$ cat src/rtl/oc_ram_copy_master.sv
// Avalon-MM initiator that copies a word range inside the on-chip RAM or fills it with a pattern.
// Optional build macro CHECKSUM_EN adds a mod-2^32 accumulator of all written words.
module oc_ram_copy_master #(
    parameter int ADDR_W = 13,
    parameter int DEPTH  = 5120
) (
    input  logic              clk,
    input  logic              reset_n,
    input  logic              start,
    input  logic              mode,
    input  logic [ADDR_W-1:0] src_addr,
    input  logic [ADDR_W-1:0] dst_addr,
    input  logic [ADDR_W-1:0] length,
    input  logic [31:0]       fill_pattern,
    input  logic              abort,
    output logic              busy,
    output logic              done,
    output logic              error,
    output logic [ADDR_W-1:0] words_done,
    output logic [31:0]       checksum,
    output logic [ADDR_W-1:0] m_address,
    output logic [3:0]        m_byteenable,
    output logic              m_chipselect,
    output logic              m_write,
    output logic [31:0]       m_writedata,
    output logic              m_clken,
    input  logic [31:0]       m_readdata
);

    typedef enum logic [1:0] {
        IDLE = 2'd0,
        RD   = 2'd1,
        WR   = 2'd2,
        DONE = 2'd3
    } state_t;

    localparam logic [ADDR_W:0] DEPTH_L = (ADDR_W + 1)'(DEPTH);

    state_t            state_r;
    logic              mode_r;
    logic [ADDR_W-1:0] src_r;
    logic [ADDR_W-1:0] dst_r;
    logic [ADDR_W-1:0] len_r;
    logic [ADDR_W-1:0] cnt_r;
    logic [31:0]       pat_r;
    logic [31:0]       wdata_r;
    logic [ADDR_W-1:0] addr_r;
    logic              busy_r;
    logic              done_r;
    logic              error_r;
    logic              cs_r;
    logic              wr_r;

    logic [ADDR_W-1:0] next_cnt_s;
    logic [ADDR_W:0]   src_end_s;
    logic [ADDR_W:0]   dst_end_s;
    logic              range_err_s;
    logic [31:0]       wdata_s;

    // Range checks on the live operands and the data for the current write
    always_comb begin
        next_cnt_s  = cnt_r + ADDR_W'(1);
        src_end_s   = {1'b0, src_addr} + {1'b0, length};
        dst_end_s   = {1'b0, dst_addr} + {1'b0, length};
        range_err_s = ((mode == 1'b0) && (src_end_s > DEPTH_L)) || (dst_end_s > DEPTH_L);
        if (mode_r) begin
            wdata_s = pat_r;
        end else begin
            wdata_s = m_readdata;
        end
    end

    // Control FSM with registered bus and status outputs
    always_ff @(posedge clk or negedge reset_n) begin
        if (!reset_n) begin
            state_r <= IDLE;
            mode_r  <= 1'b0;
            src_r   <= '0;
            dst_r   <= '0;
            len_r   <= '0;
            cnt_r   <= '0;
            pat_r   <= 32'h0;
            wdata_r <= 32'h0;
            addr_r  <= '0;
            busy_r  <= 1'b0;
            done_r  <= 1'b0;
            error_r <= 1'b0;
            cs_r    <= 1'b0;
            wr_r    <= 1'b0;
        end else begin
            case (state_r)
                IDLE: begin
                    if (start) begin
                        mode_r  <= mode;
                        src_r   <= src_addr;
                        dst_r   <= dst_addr;
                        len_r   <= length;
                        pat_r   <= fill_pattern;
                        cnt_r   <= '0;
                        busy_r  <= 1'b1;
                        if (length == '0) begin
                            error_r <= 1'b0;
                            done_r  <= 1'b1;
                            state_r <= DONE;
                        end else if (range_err_s) begin
                            error_r <= 1'b1;
                            done_r  <= 1'b1;
                            state_r <= DONE;
                        end else if (mode) begin
                            error_r <= 1'b0;
                            cs_r    <= 1'b1;
                            wr_r    <= 1'b1;
                            addr_r  <= dst_addr;
                            state_r <= WR;
                        end else begin
                            error_r <= 1'b0;
                            cs_r    <= 1'b1;
                            wr_r    <= 1'b0;
                            addr_r  <= src_addr;
                            state_r <= RD;
                        end
                    end else begin
                        state_r <= IDLE;
                    end
                end
                RD: begin
                    if (abort) begin
                        cs_r    <= 1'b0;
                        wr_r    <= 1'b0;
                        done_r  <= 1'b1;
                        state_r <= DONE;
                    end else begin
                        wr_r    <= 1'b1;
                        addr_r  <= dst_r + cnt_r;
                        state_r <= WR;
                    end
                end
                WR: begin
                    cnt_r   <= next_cnt_s;
                    wdata_r <= wdata_s;
                    if ((next_cnt_s == len_r) || abort) begin
                        cs_r    <= 1'b0;
                        wr_r    <= 1'b0;
                        done_r  <= 1'b1;
                        state_r <= DONE;
                    end else if (mode_r) begin
                        addr_r  <= dst_r + next_cnt_s;
                        state_r <= WR;
                    end else begin
                        wr_r    <= 1'b0;
                        addr_r  <= src_r + next_cnt_s;
                        state_r <= RD;
                    end
                end
                DONE: begin
                    done_r  <= 1'b0;
                    busy_r  <= 1'b0;
                    state_r <= IDLE;
                end
                default: begin
                    cs_r    <= 1'b0;
                    wr_r    <= 1'b0;
                    done_r  <= 1'b0;
                    busy_r  <= 1'b0;
                    state_r <= IDLE;
                end
            endcase
        end
    end

`ifdef CHECKSUM_EN
    logic [31:0] sum_r;

    // Running sum of written words, cleared by each accepted start
    always_ff @(posedge clk or negedge reset_n) begin
        if (!reset_n) begin
            sum_r <= 32'h0;
        end else if ((state_r == IDLE) && start) begin
            sum_r <= 32'h0;
        end else if (state_r == WR) begin
            sum_r <= sum_r + wdata_s;
        end else begin
            sum_r <= sum_r;
        end
    end

    assign checksum = sum_r;
`else
    assign checksum = 32'h0;
`endif

    // In copy mode the read data flows straight through to the write port
    assign m_writedata  = ((state_r == WR) && !mode_r) ? m_readdata : ((state_r == WR) ? pat_r : wdata_r);
    assign m_address    = addr_r;
    assign m_chipselect = cs_r;
    assign m_write      = wr_r;
    assign m_byteenable = 4'hF;
    assign m_clken      = 1'b1;
    assign busy         = busy_r;
    assign done         = done_r;
    assign error        = error_r;
    assign words_done   = cnt_r;

endmodule
$ cat config.mk
export PLATFORM = sky130hd
export DESIGN_NAME = oc_ram_copy_master
export DESIGN_NICKNAME = d
export VERILOG_FILES = /design/src/rtl/oc_ram_copy_master.sv
export SDC_FILE = /design/constraint.sdc
export NUM_CORES = 1
export LEC_CHECK = 0
export ABC_AREA = 1
export CAP_MARGIN = 20
export CORE_AREA = 3 3 203 205
export CTS_BUF_LIST = sky130_fd_sc_hd__clkbuf_16
export CTS_CLUSTER_DIAMETER = 40
export DETAILED_ROUTE_END_ITERATION = 7
export DIE_AREA = 0 0 206 208
export GPL_ROUTABILITY_DRIVEN = 0
export REMOVE_ABC_BUFFERS = 1
export SYNTH_ARGS = -nofsm -noshare
export SYNTH_HDL_FRONTEND = slang
export SYNTH_SLANG_ARGS = --single-unit
$ cat constraint.sdc
create_clock -name clk -period 2.45 [get_ports clk]
set_input_delay 0.49 -clock clk [delete_from_list [all_inputs] [get_ports clk]]
set_output_delay 0.49 -clock clk [all_outputs]
set_load 0.02 [all_outputs]
**Yosys cells after proc, flatten, opt, wreduce, memory -nomap -nowiden**

Index checks and enable logic that the tools add are counted.

- Register bits after elaboration: 137
- Input port bits: 108
- Latch bits: 0
- Memories: 0
- Memory bits (writable): 0
- Bits in read-only memories: 0

- Add/subtract/negate cells: 6
- Multipliers: 0
- Muxes and demuxes: 45
- Order comparisons: 2
- Reductions and logical operators: 17
- Bitwise gates (word level): 1
- Div/mod/pow operators: 0
- Eq/ne operators: 13
- Shift-type cells: 0

Operators with widths:

| kind | count |
|---|---|
| 13-bit two-way mux | 8 |
| 32-bit two-way mux | 3 |
| 13-bit adder | 3 |
| 13-bit one-hot mux with 3 select lines | 1 |
| 13-bit by 13-bit adder with 14-bit output | 2 |
| 14-bit by 13-bit greater-than comparator with 1-bit output, second input constant | 2 |
| 13-bit one-hot mux with 2 select lines | 1 |
| 1-bit two-way mux | 21 |
| 2-bit != test, second input constant | 7 |
| 13-bit by 1-bit adder with 13-bit output, second input constant | 1 |
| 13-bit equality test | 1 |
| 13-bit logical NOT | 1 |
| 2-bit two-way mux | 6 |
| 6-bit AND reduction | 2 |
| 2-bit one-hot mux with 4 select lines | 1 |
| 3-bit != test, second input constant | 2 |
| 1-bit one-hot mux with 3 select lines | 2 |
| 2-bit AND reduction | 3 |
| 5-bit AND reduction | 1 |
| 2-bit equality test, second input constant | 2 |
| 1-bit one-hot mux with 4 select lines | 1 |
| 4-bit AND reduction | 1 |
| 2-bit nonzero test | 2 |
| 3-bit nonzero test | 1 |
| 7 further kinds | 9 |

**Depth between registers and ports, before layout**

- Depth after elaboration: 8
- Gate-level depth with buffers: 21
- Gate-level depth less buffers: 20

**Worst setup path after synthesis**

OpenSTA, ideal clock, no wires.

- Path type: flip-flop to flip-flop
- From: register cnt_r[1], in the netlist words_done[1]
- To: register addr_r[12], in the netlist m_address[12]
- Stages on the path, launching flop included: 17
- Arrival: 2.592 ns
- Path slack: -0.259 ns
- Data required time: 2.333 ns
- Buffers on the path: 0
- Cells stage by stage: dfrtp_1 > ha_1 > nand3_1 > inv_1 > nand2_1 > xor2_1 > ha_1 > nand2_1 > inv_1 > nand3_1 > nand3b_1 > o211ai_1 > or2_2 > nand3_1 > a31oi_1 > nand3_1 > nand2_1

- Cells in the longest elaborated chain, start to end: 5

RTL lines:

| what | line | RTL |
|---|---|---|
| from (decl) | 44 | `logic [ADDR_W-1:0] cnt_r;` |
| from (signal assigned) | 139 | `cnt_r <= next_cnt_s;` |
| 13-bit by 1-bit adder with 13-bit output | 62 | `next_cnt_s = cnt_r + ADDR_W'(1);` |
| 13-bit adder (tied with other cells) | 151 | `addr_r <= src_r + next_cnt_s;` |
| 13-bit two-way mux or 1-bit logical OR (tied branches) | 146, 141 |  |
| 13-bit two-way mux or 2-bit != test (tied branches) | -- |  |
| 13-bit one-hot mux with 3 select lines or 6-bit AND reduction (tied branches) | -- |  |
| to (signal assigned) | 134 | `addr_r <= dst_r + cnt_r;` |
| to (signal assigned) | 147 | `addr_r <= dst_r + next_cnt_s;` |
| to (signal assigned) | 151 |  |
| to (decl) | 47 | `logic [ADDR_W-1:0] addr_r;` |

Parallel ways exist; a longest one is shown, timed or not. The select of a mux whose other input is x is not followed.
A chain may end at the register's enable or synchronous reset.

**Final worst setup path**

- From: register cnt_r[4], in the netlist words_done[4]
- To: register addr_r[11], in the netlist m_address[11]

Same word-level chain as after synthesis.

==> summary.txt <==
Outcome
  • Status: finished with violations
  • Failing checks: negative setup slack

Drt
  • Vias: between 10k and 15k
  • Final ANT Viol Nets: 0
  • Vias per std cell: 4.548
  • DRC: 0
  • Drt initial violations: 757
  • Total Wirelength: 37220 µm
  • Drt first pass iters: 5
  • Routed len/inst: approximately 15 µm

STA
  • Worst Tran Pin Value: between 0.5 and 0.6 ns
  • Final hold viol count: 0
  • Setup_tns: -0.6276 ns
  • Worst relative slew slack: 0.6269
  • Pins Over Slew Limit: 0
  • Hold Slack: ~0.014 ns
  • Clk_skew: 0.007951 ns
  • Final period util: 1.054
  • Unrepaired setup endpoints after global routing: true
  • Min cycle time layout: between 2 and 3 ns
  • Final WS setup: -0.1319 ns
  • # setup viols final: 10
  • Fmax: about 390 MHz

Clock network
  • Clk pin slew, worst setup/hold paths: around 0.070 ns
  • TritonCTS buffer count: 17
  • Bufs on Longest Clock Path: 2
  • TritonCTS clock tree: yes
  • Clock latency on the worst-skew pair: around 0.43 ns
  • Clk sinks: about 140
  • H-tree Lvls: 4
  • Hold_buf cts: 0
  • Clock Tree Root: clkbuf_16

Worst setup path
  • Buf/Inv on CP: 1
  • WP data arrival: 2.91 ns
  • WP data required: approximately 2.8 ns
  • CP max stage cell: dfrtp_1
  • Most frequent CP cell: nand2_1
  • CP Launch Type: register
  • Critical path's largest stage delay: roughly 0.39 ns
  • Worst Setup End Kind: register
  • Setup Crit Path Kind: reg -> reg
  • Crit-path max FO: 5
  • Crit path max-delay family: simple AND/OR/NAND/NOR gates
  • Crit-path cells: nand2_1 > nor3_4 > nand2_2 > xor2_4 > ha_4 > inv_1 > o21ai_2 > nand3_1 > nand4_1 > a21oi_2 > o21ai_1 > nand2_1 > nand2_1 > o21ai_1 > nand3_1 > nand2_1

Synthesis
  • Proportion of synthesized area in mux cells: 0
  • #FFs+latches synth: approximately 140
  • Synth top area share: 0.3464
  • Count of cell types in the netlist: 38
  • Warnings from Yosys: 0
  • Sequential area share after synthesis: 0.3464
  • Syn Area/Cell: 6.700 µm²
  • Ranking of synthesized cells by area: dfrtp_1 35%, nand2_1 23%, nand3_1 7.5%
  • Main combinational cell family by area after synthesis: simple AND/OR/NAND/NOR gates
  • Post-synthesis xor/xnor area fraction: 0.01214
  • Compound-Gate Fraction of Synth Area: 0.09293
  • Area share of and/or/nand/nor cells after synthesis: 0.3620
  • Cell Area, Synth: around 0.01 mm²
  • Synth area leader: dfrtp_1
  • Mapped Cells: approximately 1.5k
  • Synth Area in Adders: 0.07763

Job
  • Max_cap viols: 0

Finish
  • Most common cell after layout, fill and taps aside: nand2_1
  • Final non-filler cell total: approximately 2.4k
  • Area Growth Syn to Fin: 57.78%
  • Nets: between 2k and 2.5k
  • Diode count: 0
  • Commonest cells after routing, fill and taps aside: 566 x nand2_1, 244 x buf_4, 141 x inv_1
  • Share of layout cells above drive strength 1: 0.2757

Global route
  • Initial antenna violation count: 0
  • Largest net degree at the start of global routing: 56
  • First-pass GRT wire length: ~57000 µm
  • Global-route total usage across every layer: 0.1668
  • Vias in the first global route: about 11k
  • GR Overflow Total: 0

Floorplanning
  • Core Area: between 0.03 and 0.04 mm²
  • Die H: 208 µm
  • Initial core utilization: 0.2496
  • I/O pins: 208
  • Die ar.: 0.04285 mm²
  • Die width: 206 µm
  • Row Count: 73

Power and ir drop
  • Comb power frac: 0.624
  • Clock share of power: 0.158
  • Power density cells: around 1200 mW/mm²
  • Internal: 9908 µW
  • Worst vdd ir: approximately 0.00054 V
  • Sw Pwr: 8302 µW
  • Leakage power: 0.008164 µW
  • Register share of total power: 0.218
  • Switching Share: 0.4559

Placed design
  • Placed cells: 2347
  • I/O Buffers: 170
  • Post-DP HPWL: 27740 µm

Worst hold path
  • Hold Path Class: in -> async
## metrics by stage
step                      total power (µW)  worst slack [ns]  instance area [µm²]    util
final                                18210           -0.1319                15610  0.3939
after CTS                            17450          -0.08340                15000  0.3785
after detailed placement             13800           -0.9760                13660  0.3445
after global routing                 19470           -0.2544                15610  0.3939
after global placement               13610           -0.8854                13660  0.3445
after floorplan                       8992            -1.644                 9577       -
## area by class of cell
class,count,area [µm²]
clock buffers,17,425.4
clock inverters,15,215.2
fillers,4091,24030
inverters,165,629.4
multi-input cells,1136,6543
flip-flops and latches,137,3432
well taps,525,656.9
repair buffers,434,3712
## synthesized netlist by cell type
cell type,number
a211oi_1,1
buf_4,38
a22oi_1,13
nor3_1,4
nand2_4,2
fa_1,4
ha_1,55
dfrtp_1,137
nor2_4,3
o211ai_1,5
o21bai_1,3
nand3b_1,7
and2_0,1
a21oi_1,43
a21boi_0,3
a31oi_1,2
nand2_2,5
xnor3_2,1
or2_2,4
nand4_1,25
nor3_2,1
inv_2,3
buf_6,3
o21ai_1,1
xor2_1,9
conb_1,2
a21o_1,4
o22ai_1,11
nor2_1,59
nand3_1,148
xnor2_1,2
inv_1,159
buf_1,3
clkinv_1,3
nand3_2,1
nand2_1,600
o21ai_0,80
clkbuf_1,32
## final timing paths
check                               from             to  slack (ns)  cells after the start
max                        words_done[4]  m_address[11]       -0.13                     16
min                              reset_n      pat_r[26]        0.01                      1
max reg2reg                words_done[4]  m_address[11]       -0.13                     16
min reg2reg                 m_address[9]   m_address[9]        0.48                      2
max in group asynchronous        reset_n       len_r[2]        1.77                      2
min in group clk               length[0]       len_r[0]        0.41                      3
## cells by family (layout without fill, tap and decap cells)
family / count (synthesis) / after routing
AO/OA/AOI/OAI: 166 / 166
XOR/XNOR: 12 / 12
adder cells (fa/ha/maj): 59 / 59
buffers and inverters: 241 / 631
flip-flops: 137 / 137
other: 2 / 37
AND/OR/NAND/NOR: 860 / 862
## repair_timing
action | in CTS | in global routing
hold endpoints to repair | 0 | 0
gates cloned | 2 | 2
setup buffers | 30 | 19
pin swaps | 45 | 50
gates resized for setup | 282 | 138
setup endpoints to repair | 51 | 48
## state kept, by name (all words and copies together), names as in the netlist
signal	flops
pat_r	32
wdata_r	32
dst_r	13
len_r	13
m_address	13
src_r	13
words_done	13
state_r	2
busy	1
done	1
error	1
m_chipselect	1
m_write	1
mode_r	1
## power by group through the flow
stage | logic (µW) | registers [µW] | clock network [µW]
5_1_grt | 12400 | 4080 | 3040
3_3_place_gp | 9690 | 3930 | 0
4_1_cts | 10600 | 3950 | 2910
6_report | 11400 | 3970 | 2880
2_1_floorplan | 4950 | 4040 | 0
3_5_place_dp | 9850 | 3950 | 0
## per-layer routing
layer | vias to the layer above | wire [µm] | GRT usage
met3 | 47 | 1414 | 0.02488
met4 | 0 | 910 | 0.05454
met1 | 5217 | 15710 | 0.2063
met5 | - | 0 | 0
met2 | 266 | 19180 | 0.2954
li1 | 5516 | - | -
(Power assumes the default switching activity.)
